`config.mk`:
```
export PLATFORM = sky130hd
export DESIGN_NAME = xy_truth_table_prober_flat
export DESIGN_NICKNAME = d
export VERILOG_FILES = /design/src/rtl/xy_probe_pkg.sv /design/src/rtl/xy_truth_table_prober_if.sv /design/src/rtl/xy_truth_table_prober_settle_timer.sv /design/src/rtl/xy_truth_table_prober.sv /design/src/flat_wrapper.sv
export SDC_FILE = /design/constraint.sdc
export NUM_CORES = 1
export LEC_CHECK = 0
export CAP_MARGIN = 15
export CORE_MARGIN = 2
export CORE_UTILIZATION = 46
export CTS_BUF_LIST = sky130_fd_sc_hd__clkbuf_8 sky130_fd_sc_hd__clkbuf_16
export DETAILED_ROUTE_END_ITERATION = 12
export PLACE_DENSITY = 0.75
export SKIP_CTS_REPAIR_TIMING = 1
export SYNTH_ARGS = -nofsm -noshare
export SYNTH_HDL_FRONTEND = slang
export SYNTH_SLANG_ARGS = --single-unit
```
`constraint.sdc`:
```
create_clock -name clk -period 4.7 [get_ports clk]
set_input_delay 0.705 -clock clk [delete_from_list [all_inputs] [get_ports clk]]
set_output_delay 0.705 -clock clk [all_outputs]
set_load 0.05 [all_outputs]
```
`src/rtl/xy_probe_pkg.sv`:
```
// Shared types and constants for the x/y truth-table prober.
// Vector index is {x,y}; four vectors cover the full 2-input space.
package xy_probe_pkg;
  localparam int VEC_W   = 2;
  localparam int NUM_VEC = 4;

  typedef enum logic [1:0] {
    IDLE,
    RUN,
    DONE
  } state_e;
endpackage

```
`src/rtl/xy_truth_table_prober_if.sv`:
```
// Stimulus/response bundle between a harness and the prober.
// The harness is master; the prober is slave.
interface xy_truth_table_prober_if
  import xy_probe_pkg::*;
#(
  parameter int CNT_W = 4
);
  logic               start;
  logic [NUM_VEC-1:0] expected_tt;
  logic               z_in;
  logic               x_out;
  logic               y_out;
  logic               busy;
  logic               done;
  logic               pass;
  logic [NUM_VEC-1:0] mismatch_mask;
  logic [CNT_W-1:0]   mismatch_count;

  modport master (
    output start, expected_tt, z_in,
    input  x_out, y_out, busy, done,
    input  pass, mismatch_mask, mismatch_count
  );

  modport slave (
    input  start, expected_tt, z_in,
    output x_out, y_out, busy, done,
    output pass, mismatch_mask, mismatch_count
  );
endinterface

```
`src/rtl/xy_truth_table_prober_settle_timer.sv`:
```
// Loadable down-counter marking the sample edge of each held vector.
// Sits at zero once expired until reloaded.
module xy_settle_timer #(
  parameter int SETTLE_CYCLES = 1
) (
  input  logic clk,
  input  logic resetn,
  input  logic load,
  input  logic tick,
  output logic is_zero
);
  localparam int TW = $clog2(SETTLE_CYCLES + 1);

  logic [TW-1:0] cnt_q;

  always_ff @(posedge clk or negedge resetn) begin
    if (!resetn) begin
      cnt_q <= '0;
    end else if (load) begin
      cnt_q <= TW'(SETTLE_CYCLES - 1);
    end else if (tick && cnt_q != '0) begin
      cnt_q <= cnt_q - TW'(1);
    end
  end

  assign is_zero = (cnt_q == '0);
endmodule

```
`src/rtl/xy_truth_table_prober.sv`:
```
// Sweeps every {x,y}, samples z after a settle time and accumulates
// mismatches against the truth table latched at start.
module xy_truth_table_prober
  import xy_probe_pkg::*;
#(
  parameter int SETTLE_CYCLES = 1,
  parameter int REPEAT        = 1,
  parameter int CNT_W         = 4
) (
  input  logic clk,
  input  logic resetn,
  xy_truth_table_prober_if.slave bus
);
  localparam int SW = (REPEAT > 1) ? $clog2(REPEAT) : 1;

  state_e state_q, state_d;

  logic [VEC_W-1:0]   idx_q;
  logic [VEC_W-1:0]   xy_q;
  logic [SW-1:0]      sweep_q;
  logic [NUM_VEC-1:0] tt_q;
  logic [NUM_VEC-1:0] mask_q;
  logic [NUM_VEC-1:0] hit;
  logic [CNT_W-1:0]   cnt_q;
  logic               pass_q;

  logic accept, smp, miss;
  logic last_vec, last_sweep, finish;
  logic t_load, t_tick, t_zero;
  logic busy, done;

  xy_settle_timer #(
    .SETTLE_CYCLES(SETTLE_CYCLES)
  ) u_timer (
    .clk     (clk),
    .resetn  (resetn),
    .load    (t_load),
    .tick    (t_tick),
    .is_zero (t_zero)
  );

  assign accept     = (state_q == IDLE) && bus.start;
  assign smp        = (state_q == RUN) && t_zero;
  assign miss       = bus.z_in != tt_q[idx_q];
  assign hit        = miss ? (NUM_VEC'(1) << idx_q) : '0;
  assign last_vec   = idx_q == VEC_W'(NUM_VEC - 1);
  assign last_sweep = sweep_q == SW'(REPEAT - 1);
  assign finish     = smp && last_vec && last_sweep;

  always_ff @(posedge clk or negedge resetn) begin
    if (!resetn) state_q <= IDLE;
    else         state_q <= state_d;
  end

  always_comb begin
    state_d = state_q;
    unique case (1'b1)
      state_q == IDLE: if (accept) state_d = RUN;
      state_q == RUN:  if (finish) state_d = DONE;
      state_q == DONE: state_d = IDLE;
      default:         state_d = IDLE;
    endcase
  end

  always_comb begin
    busy   = 1'b0;
    done   = 1'b0;
    t_load = 1'b0;
    t_tick = 1'b0;
    unique case (1'b1)
      state_q == IDLE: t_load = bus.start;
      state_q == RUN: begin
        busy   = 1'b1;
        t_load = t_zero;
        t_tick = !t_zero;
      end
      state_q == DONE: done = 1'b1;
      default: ;
    endcase
  end

  // Final pass verdict must include the compare made on the last edge.
  always_ff @(posedge clk or negedge resetn) begin
    if (!resetn) begin
      tt_q    <= '0;
      mask_q  <= '0;
      cnt_q   <= '0;
      pass_q  <= 1'b0;
      idx_q   <= '0;
      sweep_q <= '0;
      xy_q    <= '0;
    end else if (accept) begin
      tt_q    <= bus.expected_tt;
      mask_q  <= '0;
      cnt_q   <= '0;
      pass_q  <= 1'b0;
      idx_q   <= '0;
      sweep_q <= '0;
      xy_q    <= '0;
    end else if (smp) begin
      mask_q <= mask_q | hit;
      if (miss && cnt_q != '1) cnt_q <= cnt_q + CNT_W'(1);
      if (!last_vec) begin
        idx_q <= idx_q + VEC_W'(1);
        xy_q  <= idx_q + VEC_W'(1);
      end else begin
        idx_q <= '0;
        xy_q  <= '0;
        if (!last_sweep) sweep_q <= sweep_q + SW'(1);
        else             pass_q  <= (mask_q | hit) == '0;
      end
    end
  end

  assign bus.x_out          = xy_q[1];
  assign bus.y_out          = xy_q[0];
  assign bus.busy           = busy;
  assign bus.done           = done;
  assign bus.pass           = pass_q;
  assign bus.mismatch_mask  = mask_q;
  assign bus.mismatch_count = cnt_q;
endmodule

```
`src/flat_wrapper.sv`:
```
// flat-port wrapper written by rule: the top's interface ports become plain ports
module xy_truth_table_prober_flat import xy_probe_pkg::*;
#(
  parameter int SETTLE_CYCLES = 1,
  parameter int REPEAT        = 1,
  parameter int CNT_W         = 4
)
  (clk, resetn, bus_start, bus_expected_tt, bus_z_in, bus_x_out, bus_y_out, bus_busy, bus_done, bus_pass, bus_mismatch_mask, bus_mismatch_count);
  xy_truth_table_prober_if #(.CNT_W(CNT_W)) bus_i ();
  input  logic clk;
  input  logic resetn;
  input wire logic [$bits(bus_i.start)-1:0] bus_start;
  input wire logic [$bits(bus_i.expected_tt)-1:0] bus_expected_tt;
  input wire logic [$bits(bus_i.z_in)-1:0] bus_z_in;
  output wire logic [$bits(bus_i.x_out)-1:0] bus_x_out;
  output wire logic [$bits(bus_i.y_out)-1:0] bus_y_out;
  output wire logic [$bits(bus_i.busy)-1:0] bus_busy;
  output wire logic [$bits(bus_i.done)-1:0] bus_done;
  output wire logic [$bits(bus_i.pass)-1:0] bus_pass;
  output wire logic [$bits(bus_i.mismatch_mask)-1:0] bus_mismatch_mask;
  output wire logic [$bits(bus_i.mismatch_count)-1:0] bus_mismatch_count;
  assign bus_i.start = bus_start;
  assign bus_i.expected_tt = bus_expected_tt;
  assign bus_i.z_in = bus_z_in;
  assign bus_x_out = bus_i.x_out;
  assign bus_y_out = bus_i.y_out;
  assign bus_busy = bus_i.busy;
  assign bus_done = bus_i.done;
  assign bus_pass = bus_i.pass;
  assign bus_mismatch_mask = bus_i.mismatch_mask;
  assign bus_mismatch_count = bus_i.mismatch_count;
  xy_truth_table_prober #(.SETTLE_CYCLES(SETTLE_CYCLES), .REPEAT(REPEAT), .CNT_W(CNT_W)) u_core (.clk(clk), .resetn(resetn), .bus(bus_i));
endmodule
```
==> results of run 1 <==
-- worst paths after layout --
| check | startpoint | end | depth (start not counted) |
|---|---|---|---|
| hold reg to reg | u_core.tt_q[2] | u_core.tt_q[2] | 2 |
| setup / recovery | u_core.state_q[1] | bus_busy | 3 |
| hold / removal | u_core.tt_q[2] | u_core.tt_q[2] | 2 |
| setup reg to reg | u_core.idx_q[0] | u_core.bus.mismatch_count[2] | 4 |
| max in group asynchronous | resetn | u_core.bus.mismatch_count[2] | 1 |
| min in group asynchronous | resetn | u_core.bus.pass | 1 |
-- cell type report --
| type | instances | area (µm²) |
|---|---|---|
| tap | 25 | 31.3 |
| clock buffer | 3 | 41.3 |
| timing repair buffer | 20 | 200 |
| sequential | 18 | 450 |
| fill | 163 | 616 |
| multi-input combinational | 61 | 410 |
| inverter | 4 | 15.0 |
-- cell families after synthesis --
kind of cell | Yosys count | share of synthesized area
AOI/OAI and AO/OA | 12 | 0.0836
xor gates and xnor gates | 2 | 0.0411
adders and majority gates | 5 | 0.0708
buffers and inverters | 6 | 0.0255
DFF | 18 | 0.510
muxes | 3 | 0.0482
and+or+nand+nor | 39 | 0.221
-- sequential cells by signal, indices dropped and copies added, names as in the netlist --
register and count:
u_core.state_q 2, u_core.tt_q 4, u_core.bus.mismatch_mask 4, u_core.idx_q 2, u_core.bus.pass 1, u_core.bus.mismatch_count 4
u_core.u_timer.cnt_q 1
-- cells in the mapped netlist (3+ instances only) --
cell type  count
ha_1           5
dfrtp_1       18
nand3_1        3
inv_1          4
nor2_1         6
a21oi_1        3
a31oi_1        3
nand2_1       19
-- cell usage in the layout, fill, tap and decap left out, types with 3 or more instances in the layout --
master / instances
a21oi_1: 3
a31oi_1: 3
clkbuf_8: 3
clkdlybuf4s50_1: 20
dfrtp_1: 18
ha_1: 5
inv_1: 4
nand2_1: 19
nand3_1: 3
nor2_1: 6
-- critical path: stages, from the launching register on --
cell	delay [ns]
dfrtp_1	0.42
nand2b_1	0.19
inv_1	0.06
clkdlybuf4s50_1	0.79
-- power by group through the flow --
stage / Combinational (mW) / Clock, mW / Sequential, mW
floorplan: 0.240 / 0 / 0.409
CTS: 0.512 / 0.106 / 0.281
global placement: 0.506 / 0 / 0.280
detailed placement: 0.512 / 0 / 0.283
global route: 0.551 / 0.115 / 0.291
finish: 0.506 / 0.103 / 0.279
-- layer usage --
metal,track usage,share of wire,up-vias
met1,0.198,0.47,314
li1,-,-,333
met4,0.0973,0.0080,0
met2,0.253,0.48,15
met3,0.0340,0.045,2
met5,0,0,-
-- per-stage QoR --
| step | area, µm² | util | worst slack (ns) |
|---|---|---|---|
| 2_1_floorplan | 883 | - | 2.69 |
| 3_3_place_gp | 1110 | 0.628 | 2.60 |
| 3_5_place_dp | 1110 | 0.628 | 2.56 |
| 4_1_cts | 1150 | 0.651 | 2.28 |
| 5_1_grt | 1150 | 0.651 | 2.22 |
| 6_report | 1150 | 0.651 | 2.29 |
==> results.yml, run 1 <==
floorplanning:
  ios: 21
  core.rowCount: 15
  initial_core_util: 0.501
  fp.dieW_um: 47.8
  dieArea_mm2: 0.00229
  core_area_mm2: 0.00176
  die_height_um: 47.8
yosys:
  synth_top_cell_area_share: 0.510
  yosysSeqAreaShare: 0.510
  ys_seq_elements: 18
  synth-edff-count: 0
  ys.warnings.count: 0
  synthTopCellsByArea: "dfrtp_1, nand2_1, ha_1"
  syn_nets: 98
  synth_top_cell_by_area: "dfrtp_1"
  syn-cell-area_um2: 883
  syn_avg_cell_area_um2: 10.4
  async_reset_ff_frac: 1.00
  syn-instance-count: 85
  synth_cell_types: 26
  synth_ff_type: "dfrtp_1"
power_and_ir_drop:
  leakage_nw: 0.522
  pwr_density_cell_mw_per_mm2: 773
  pwr-share-comb: 0.570
  p_total_mw: 0.888
  internal-power_mw: 0.463
  switchingPower_mw: 0.425
  peakVddDrop_v: 0.000510
  switching_share: 0.479
  clkPwrFrac: 0.115
  seqPwrFrac: 0.315
cts:
  clkSinkCount: 18
  clk_path_buf_depth: 2
  insertion_delay_ns: 0.25
  path_clk_slew_ns: 0.06
  h-tree-depth: 1
  cts_buffers: 3
  cts_root_buf: "clkbuf_8"
  tritoncts: "built"
cells_and_area:
  stdcell_count: 131
  finalNetCount: 121
  areaGrowthSynthToFinish_pct: 30.0
  drive_above_1_share: 0.0849
  antenna_cells: 0
sta:
  setup_tns_ns: 0
  worstMarginPinSlew_ns: 0.789
  finClkSkew_ns: 0.000824
  fin_crit_sh: 0.512
  rsz0062_at_grt: "false"
  fmax_mhz: 416
  setup_viol: 0
  holdWs_ns: 0.471
  max-slew-margin-rel: 0.472
  final_max_slew_viol_count: 0
  layout_min_cycle_time_ns: 2.41
  hold_violations: 0
global_routing:
  track_usage: 0.159
  grt_pass1_wl_um: 2420
  grt_max_degree: 19
  gr-total-overflow: 0
  antenna_found_initial: 0
  first_global_vias: 562
detailed_routing:
  wl_per_cell_um: 11.5
  first_pass_iters: 3
  wl_um: 1500
  viasPerCell: 5.07
  drtIter0Drc: 2
  route.detailed.drc: 0
  ant_nets: 0
  vias: 664
placement:
  gp_congestion: 0.738
  io_buffers: 20
  place_inst: 128
  dp_hpwl_um: 1140
setup_path:
  critical_path_class: "reg -> out"
  arrival_ns: 1.70
  critPathRequiredTime_ns: 3.99
  endpoint_kind: "output pin"
  rrSetupSlack_ns: 2.93
  worstPathMaxFanout: 5
  startpoint_type: "flip-flop"
worst_hold_path:
  hold_class: "reg -> reg"
flow_run:
  drv_cap: 0
outcome:
  status: "finished clean"
(Power assumes the default switching activity.)
==> run 2, diff against run 1 <==
- clock period: 4.7 -> 2.5 ns (I/O delays scaled with it)
==> run 2 against run 1 <==
Against the previous run:
- power is 96% higher
- non-clock buffer count stayed put
- clock skew is 0.0016 ns higher
- global-route usage is 1.3 points higher
- clock power is 130% higher
- flip-flop and latch count stayed put
- highest routed layer unchanged
==> results.yml, run 2 (synthesis results as in run 1) <==
floorplanning:
  fp.dieW_um: 47.8
  ios: 21
  core_area_mm2: 0.00176
  core.rowCount: 15
  initial_core_util: 0.501
  die_height_um: 47.8
  dieArea_mm2: 0.00229
cts:
  clk_path_buf_depth: 2
  h-tree-depth: 1
  cts_root_buf: "clkbuf_8"
  path_clk_slew_ns: 0.07
  insertion_delay_ns: 0.25
  cts_buffers: 3
  tritoncts: "built"
  clkSinkCount: 18
global_routing:
  first_global_vias: 620
  grt_max_degree: 19
  antenna_found_initial: 0
  grt_pass1_wl_um: 2700
  gr-total-overflow: 0
  track_usage: 0.172
detailed_routing:
  first_pass_iters: 4
  viasPerCell: 5.14
  route.detailed.drc: 0
  vias: 679
  ant_nets: 0
  wl_per_cell_um: 13.2
  wl_um: 1740
  drtIter0Drc: 10
cells_and_area:
  final_common_cell: "clkdlybuf4s50_1"
  drive_above_1_share: 0.0935
  areaGrowthSynthToFinish_pct: 31.6
  antenna_cells: 0
  finalNetCount: 121
  mostFrequentLayoutCells: "clkdlybuf4s50_1, nand2_1, dfrtp_1"
placement:
  dp_hpwl_um: 1270
  io_buffers: 20
  gp_congestion: 0.788
setup_path:
  critical_path_class: "reg -> out"
  slowest_delay_ns: 0.79
  crit_family: "buffers and inverters"
  critPathRequiredTime_ns: 2.12
  startpoint_type: "flip-flop"
  crit_chain: "nand2b_1, inv_1, clkdlybuf4s50_1"
  critPathSlowestCell: "clkdlybuf4s50_1"
  arrival_ns: 1.71
  cp_num_buf_inv: 2
  worstPathMaxFanout: 5
  endpoint_kind: "output pin"
sta:
  rsz0062_at_grt: "false"
  setup_tns_ns: 0
  hold_violations: 0
  holdWs_ns: 0.483
  max-slew-margin-rel: 0.476
  fmax_mhz: 481
  finClkSkew_ns: 0.00244
  setup_viol: 0
  worstMarginPinSlew_ns: 0.784
  final_max_slew_viol_count: 0
  fin_crit_sh: 0.832
  layout_min_cycle_time_ns: 2.08
worst_hold_path:
  hold_class: "reg -> reg"
power_and_ir_drop:
  pwr-share-comb: 0.559
  pwr_density_cell_mw_per_mm2: 1500
  p_total_mw: 1.74
  switching_share: 0.480
  leakage_nw: 0.529
  clkPwrFrac: 0.137
  switchingPower_mw: 0.836
  peakVddDrop_v: 0.000781
  seqPwrFrac: 0.304
  internal-power_mw: 0.905
flow_run:
  drv_cap: 0
outcome:
  status: "finished clean"
==> run 2: cell types whose count changed in the layout (fill, tap and decap cells not counted), sizes merged <==
cell | before | now
clkbuf | 3 | 4
==> run 2: power by group through the flow <==
| stage | registers [mW] | clock network, mW | logic [mW] |
|---|---|---|---|
| 2_1_floorplan | 0.770 | 0 | 0.452 |
| 3_3_place_gp | 0.527 | 0 | 0.956 |
| 3_5_place_dp | 0.535 | 0 | 0.978 |
| 4_1_cts | 0.531 | 0.239 | 0.982 |
| 5_1_grt | 0.550 | 0.250 | 1.05 |
| 6_report | 0.530 | 0.238 | 0.973 |
==> run 2: worst min-delay path, cell delays in order, from the launching register on <==
cell and delay [ns]:
dfrtp_1 0.35, nand2_1 0.05, nand2_1 0.05
==> run 2: final timing paths <==
path	startpoint	to	slack, ns	cells past startpoint
setup / recovery	u_core.state_q[1]	bus_busy	0.42	3
hold / removal	u_core.tt_q[1]	u_core.tt_q[1]	0.48	2
setup reg to reg	u_core.idx_q[0]	u_core.bus.mismatch_count[2]	0.74	4
hold reg to reg	u_core.tt_q[1]	u_core.tt_q[1]	0.48	2
max in group asynchronous	resetn	u_core.u_timer.cnt_q	1.43	1
min in group asynchronous	resetn	u_core.bus.mismatch_mask[0]	0.58	1
==> run 2: layout make-up <==
| type | instances | area [µm²] |
|---|---|---|
| Clock buffer | 4 | 55.1 |
| Fill cell | 156 | 602 |
| Inverter | 4 | 15.0 |
| Multi-Input combinational cell | 61 | 410 |
| Sequential cell | 18 | 450 |
| Tap cell | 25 | 31.3 |
| Timing Repair Buffer | 20 | 200 |
==> run 2: layer usage <==
layer / vias up / GRT usage / wire length (µm)
met5: - / 0 / 0
met4: 0 / 0.0649 / 14
met3: 3 / 0.0453 / 96
met2: 18 / 0.293 / 879
met1: 326 / 0.208 / 745
li1: 332 / - / -
==> run 2: per-stage QoR <==
stage               setup slack (ns)  instance area [µm²]  utilization  instances
global placement               0.724                 1110        0.628        128
floorplan                      0.494                  883            -         85
detailed placement             0.688                 1110        0.628        128
global route                   0.321                 1160        0.659        132
finish                         0.420                 1160        0.659        132
CTS                            0.413                 1160        0.659        132
==> run 3, diff against run 2 <==
- CORE_UTILIZATION: 46 -> 43
- PLACE_DENSITY: 0.75 -> 0.73
- clock period: 2.5 -> 1.68 ns (I/O delays scaled with it)
==> run 3 against run 2 <==
Against the previous run:
- sequential share of layout area down 0.43 points
- register-to-register slack worse by 0.68 ns
- worst hold slack worse by 0.17 ns
- global-route usage down 1.3 points
- via count up 0.29%
- non-clock buffer count up 4
- critical path depth up 1
- largest cell class unchanged
==> results.yml, run 3 (synthesis results as in run 1) <==
cts:
  cts_root_buf: "clkbuf_8"
  path_clk_slew_ns: 0.07
  clk_path_buf_depth: 2
  tritoncts: "built"
  insertion_delay_ns: 0.25
  cts_buffers: 3
  clkSinkCount: 18
  h-tree-depth: 1
cells_and_area:
  fillers: 170
  antenna_cells: 0
  finalNetCount: 125
  final_util: 0.607
  design_area_mm2: 0.00118
  final_common_cell: "nand2_1"
  stdcell_count: 138
  drive_above_1_share: 0.243
  areaGrowthSynthToFinish_pct: 33.4
  mostFrequentLayoutCells: "nand2_1, dfrtp_1, buf_4"
setup_path:
  worstPathMaxFanout: 7
  critPathRequiredTime_ns: 1.86
  critical_path_class: "reg -> reg"
  slowest_delay_ns: 0.57
  arrival_ns: 1.80
  startpoint_type: "flip-flop"
  crit_chain: "mux4_2, xnor2_4, nor3b_2, mux2i_1"
  endpoint_kind: "flip-flop"
  critPathSlowestCell: "mux4_2"
power_and_ir_drop:
  pwr_density_cell_mw_per_mm2: 2210
  internal-power_mw: 1.35
  switchingPower_mw: 1.26
  seqPwrFrac: 0.294
  peakVddDrop_v: 0.00107
  switching_share: 0.482
  p_total_mw: 2.61
  pwr-share-comb: 0.589
  clkPwrFrac: 0.118
  leakage_nw: 0.571
sta:
  max-slew-margin-rel: 0.753
  setup_viol: 0
  finClkSkew_ns: 0.00464
  worstMarginPinSlew_ns: 0.370
  rsz0062_at_grt: "false"
  setup_tns_ns: 0
  fmax_mhz: 616
  hold_violations: 0
  layout_min_cycle_time_ns: 1.62
  final_max_slew_viol_count: 0
  fin_crit_sh: 0.966
floorplanning:
  core.rowCount: 16
  ios: 21
  fp.dieW_um: 49.3
  dieArea_mm2: 0.00243
  die_height_um: 49.3
  core_area_mm2: 0.00194
  initial_core_util: 0.455
global_routing:
  track_usage: 0.159
  gr-total-overflow: 0
  grt_pass1_wl_um: 2900
  first_global_vias: 666
  antenna_found_initial: 0
  grt_max_degree: 19
placement:
  place_inst: 134
  dpl_cell_area_mm2: 0.00113
  gp_congestion: 0.764
  io_buffers: 20
  dp_hpwl_um: 1270
detailed_routing:
  wl_per_cell_um: 12.3
  drtIter0Drc: 13
  wl_um: 1700
  route.detailed.drc: 0
  ant_nets: 0
  first_pass_iters: 4
  viasPerCell: 4.93
  vias: 681
worst_hold_path:
  hold_class: "in -> async"
flow_run:
  drv_cap: 0
outcome:
  status: "finished clean"
[run 3: layout make-up]
cell class / count / area [µm²] / area share
inverters: 4 / 15.0 / 0.0127
clock buffers: 3 / 41.3 / 0.0350
clock inverters: 1 / 3.75 / 0.00318
multi-input cells: 61 / 410 / 0.348
well taps: 27 / 33.8 / 0.0287
flip-flops and latches: 18 / 452 / 0.383
repair buffers: 24 / 223 / 0.189
[run 3: stage by stage]
step	hold slack (ns)	worst slack, ns
after floorplan	-0.0436	-0.139
after global placement	0.457	0.112
after detailed placement	0.468	0.0604
after CTS	0.315	0.0386
after global routing	0.332	0.0155
final	0.312	0.0577
[run 3: worst paths after layout]
kind                                 start                           end  slack, ns  cells after the start
min reg2reg                 u_core.tt_q[0]                u_core.tt_q[0]       0.48                      2
min                                 resetn                u_core.tt_q[2]       0.31                      2
min in group clk            u_core.tt_q[0]                u_core.tt_q[0]       0.48                      2
max                        u_core.idx_q[0]  u_core.bus.mismatch_count[2]       0.06                      4
max reg2reg                u_core.idx_q[0]  u_core.bus.mismatch_count[2]       0.06                      4
max in group asynchronous           resetn               u_core.idx_q[0]       1.16                      2
[run 3: metal layers]
metal,track usage,routed length [µm],vias to the layer above
li1,-,-,345
met1,0.198,739,320
met2,0.268,878,14
met3,0.0276,59,2
met4,0.0714,21,0
met5,0,0,-
[run 3: worst max-delay path: cells and delay by family (launching register included)]
family           cells  cell delay (ns)
multiplexers         2             0.77
XOR/XNOR             1             0.21
flip-flops           1             0.37
AND/OR/NAND/NOR      1             0.19
[run 3: power by group through the flow]
stage	Sequential, mW	Clock (mW)	Combinational, mW
3_3_place_gp	0.761	0	1.52
4_1_cts	0.767	0.321	1.55
5_1_grt	0.796	0.330	1.66
2_1_floorplan	1.15	0	0.678
3_5_place_dp	0.773	0	1.55
6_report	0.765	0.307	1.54
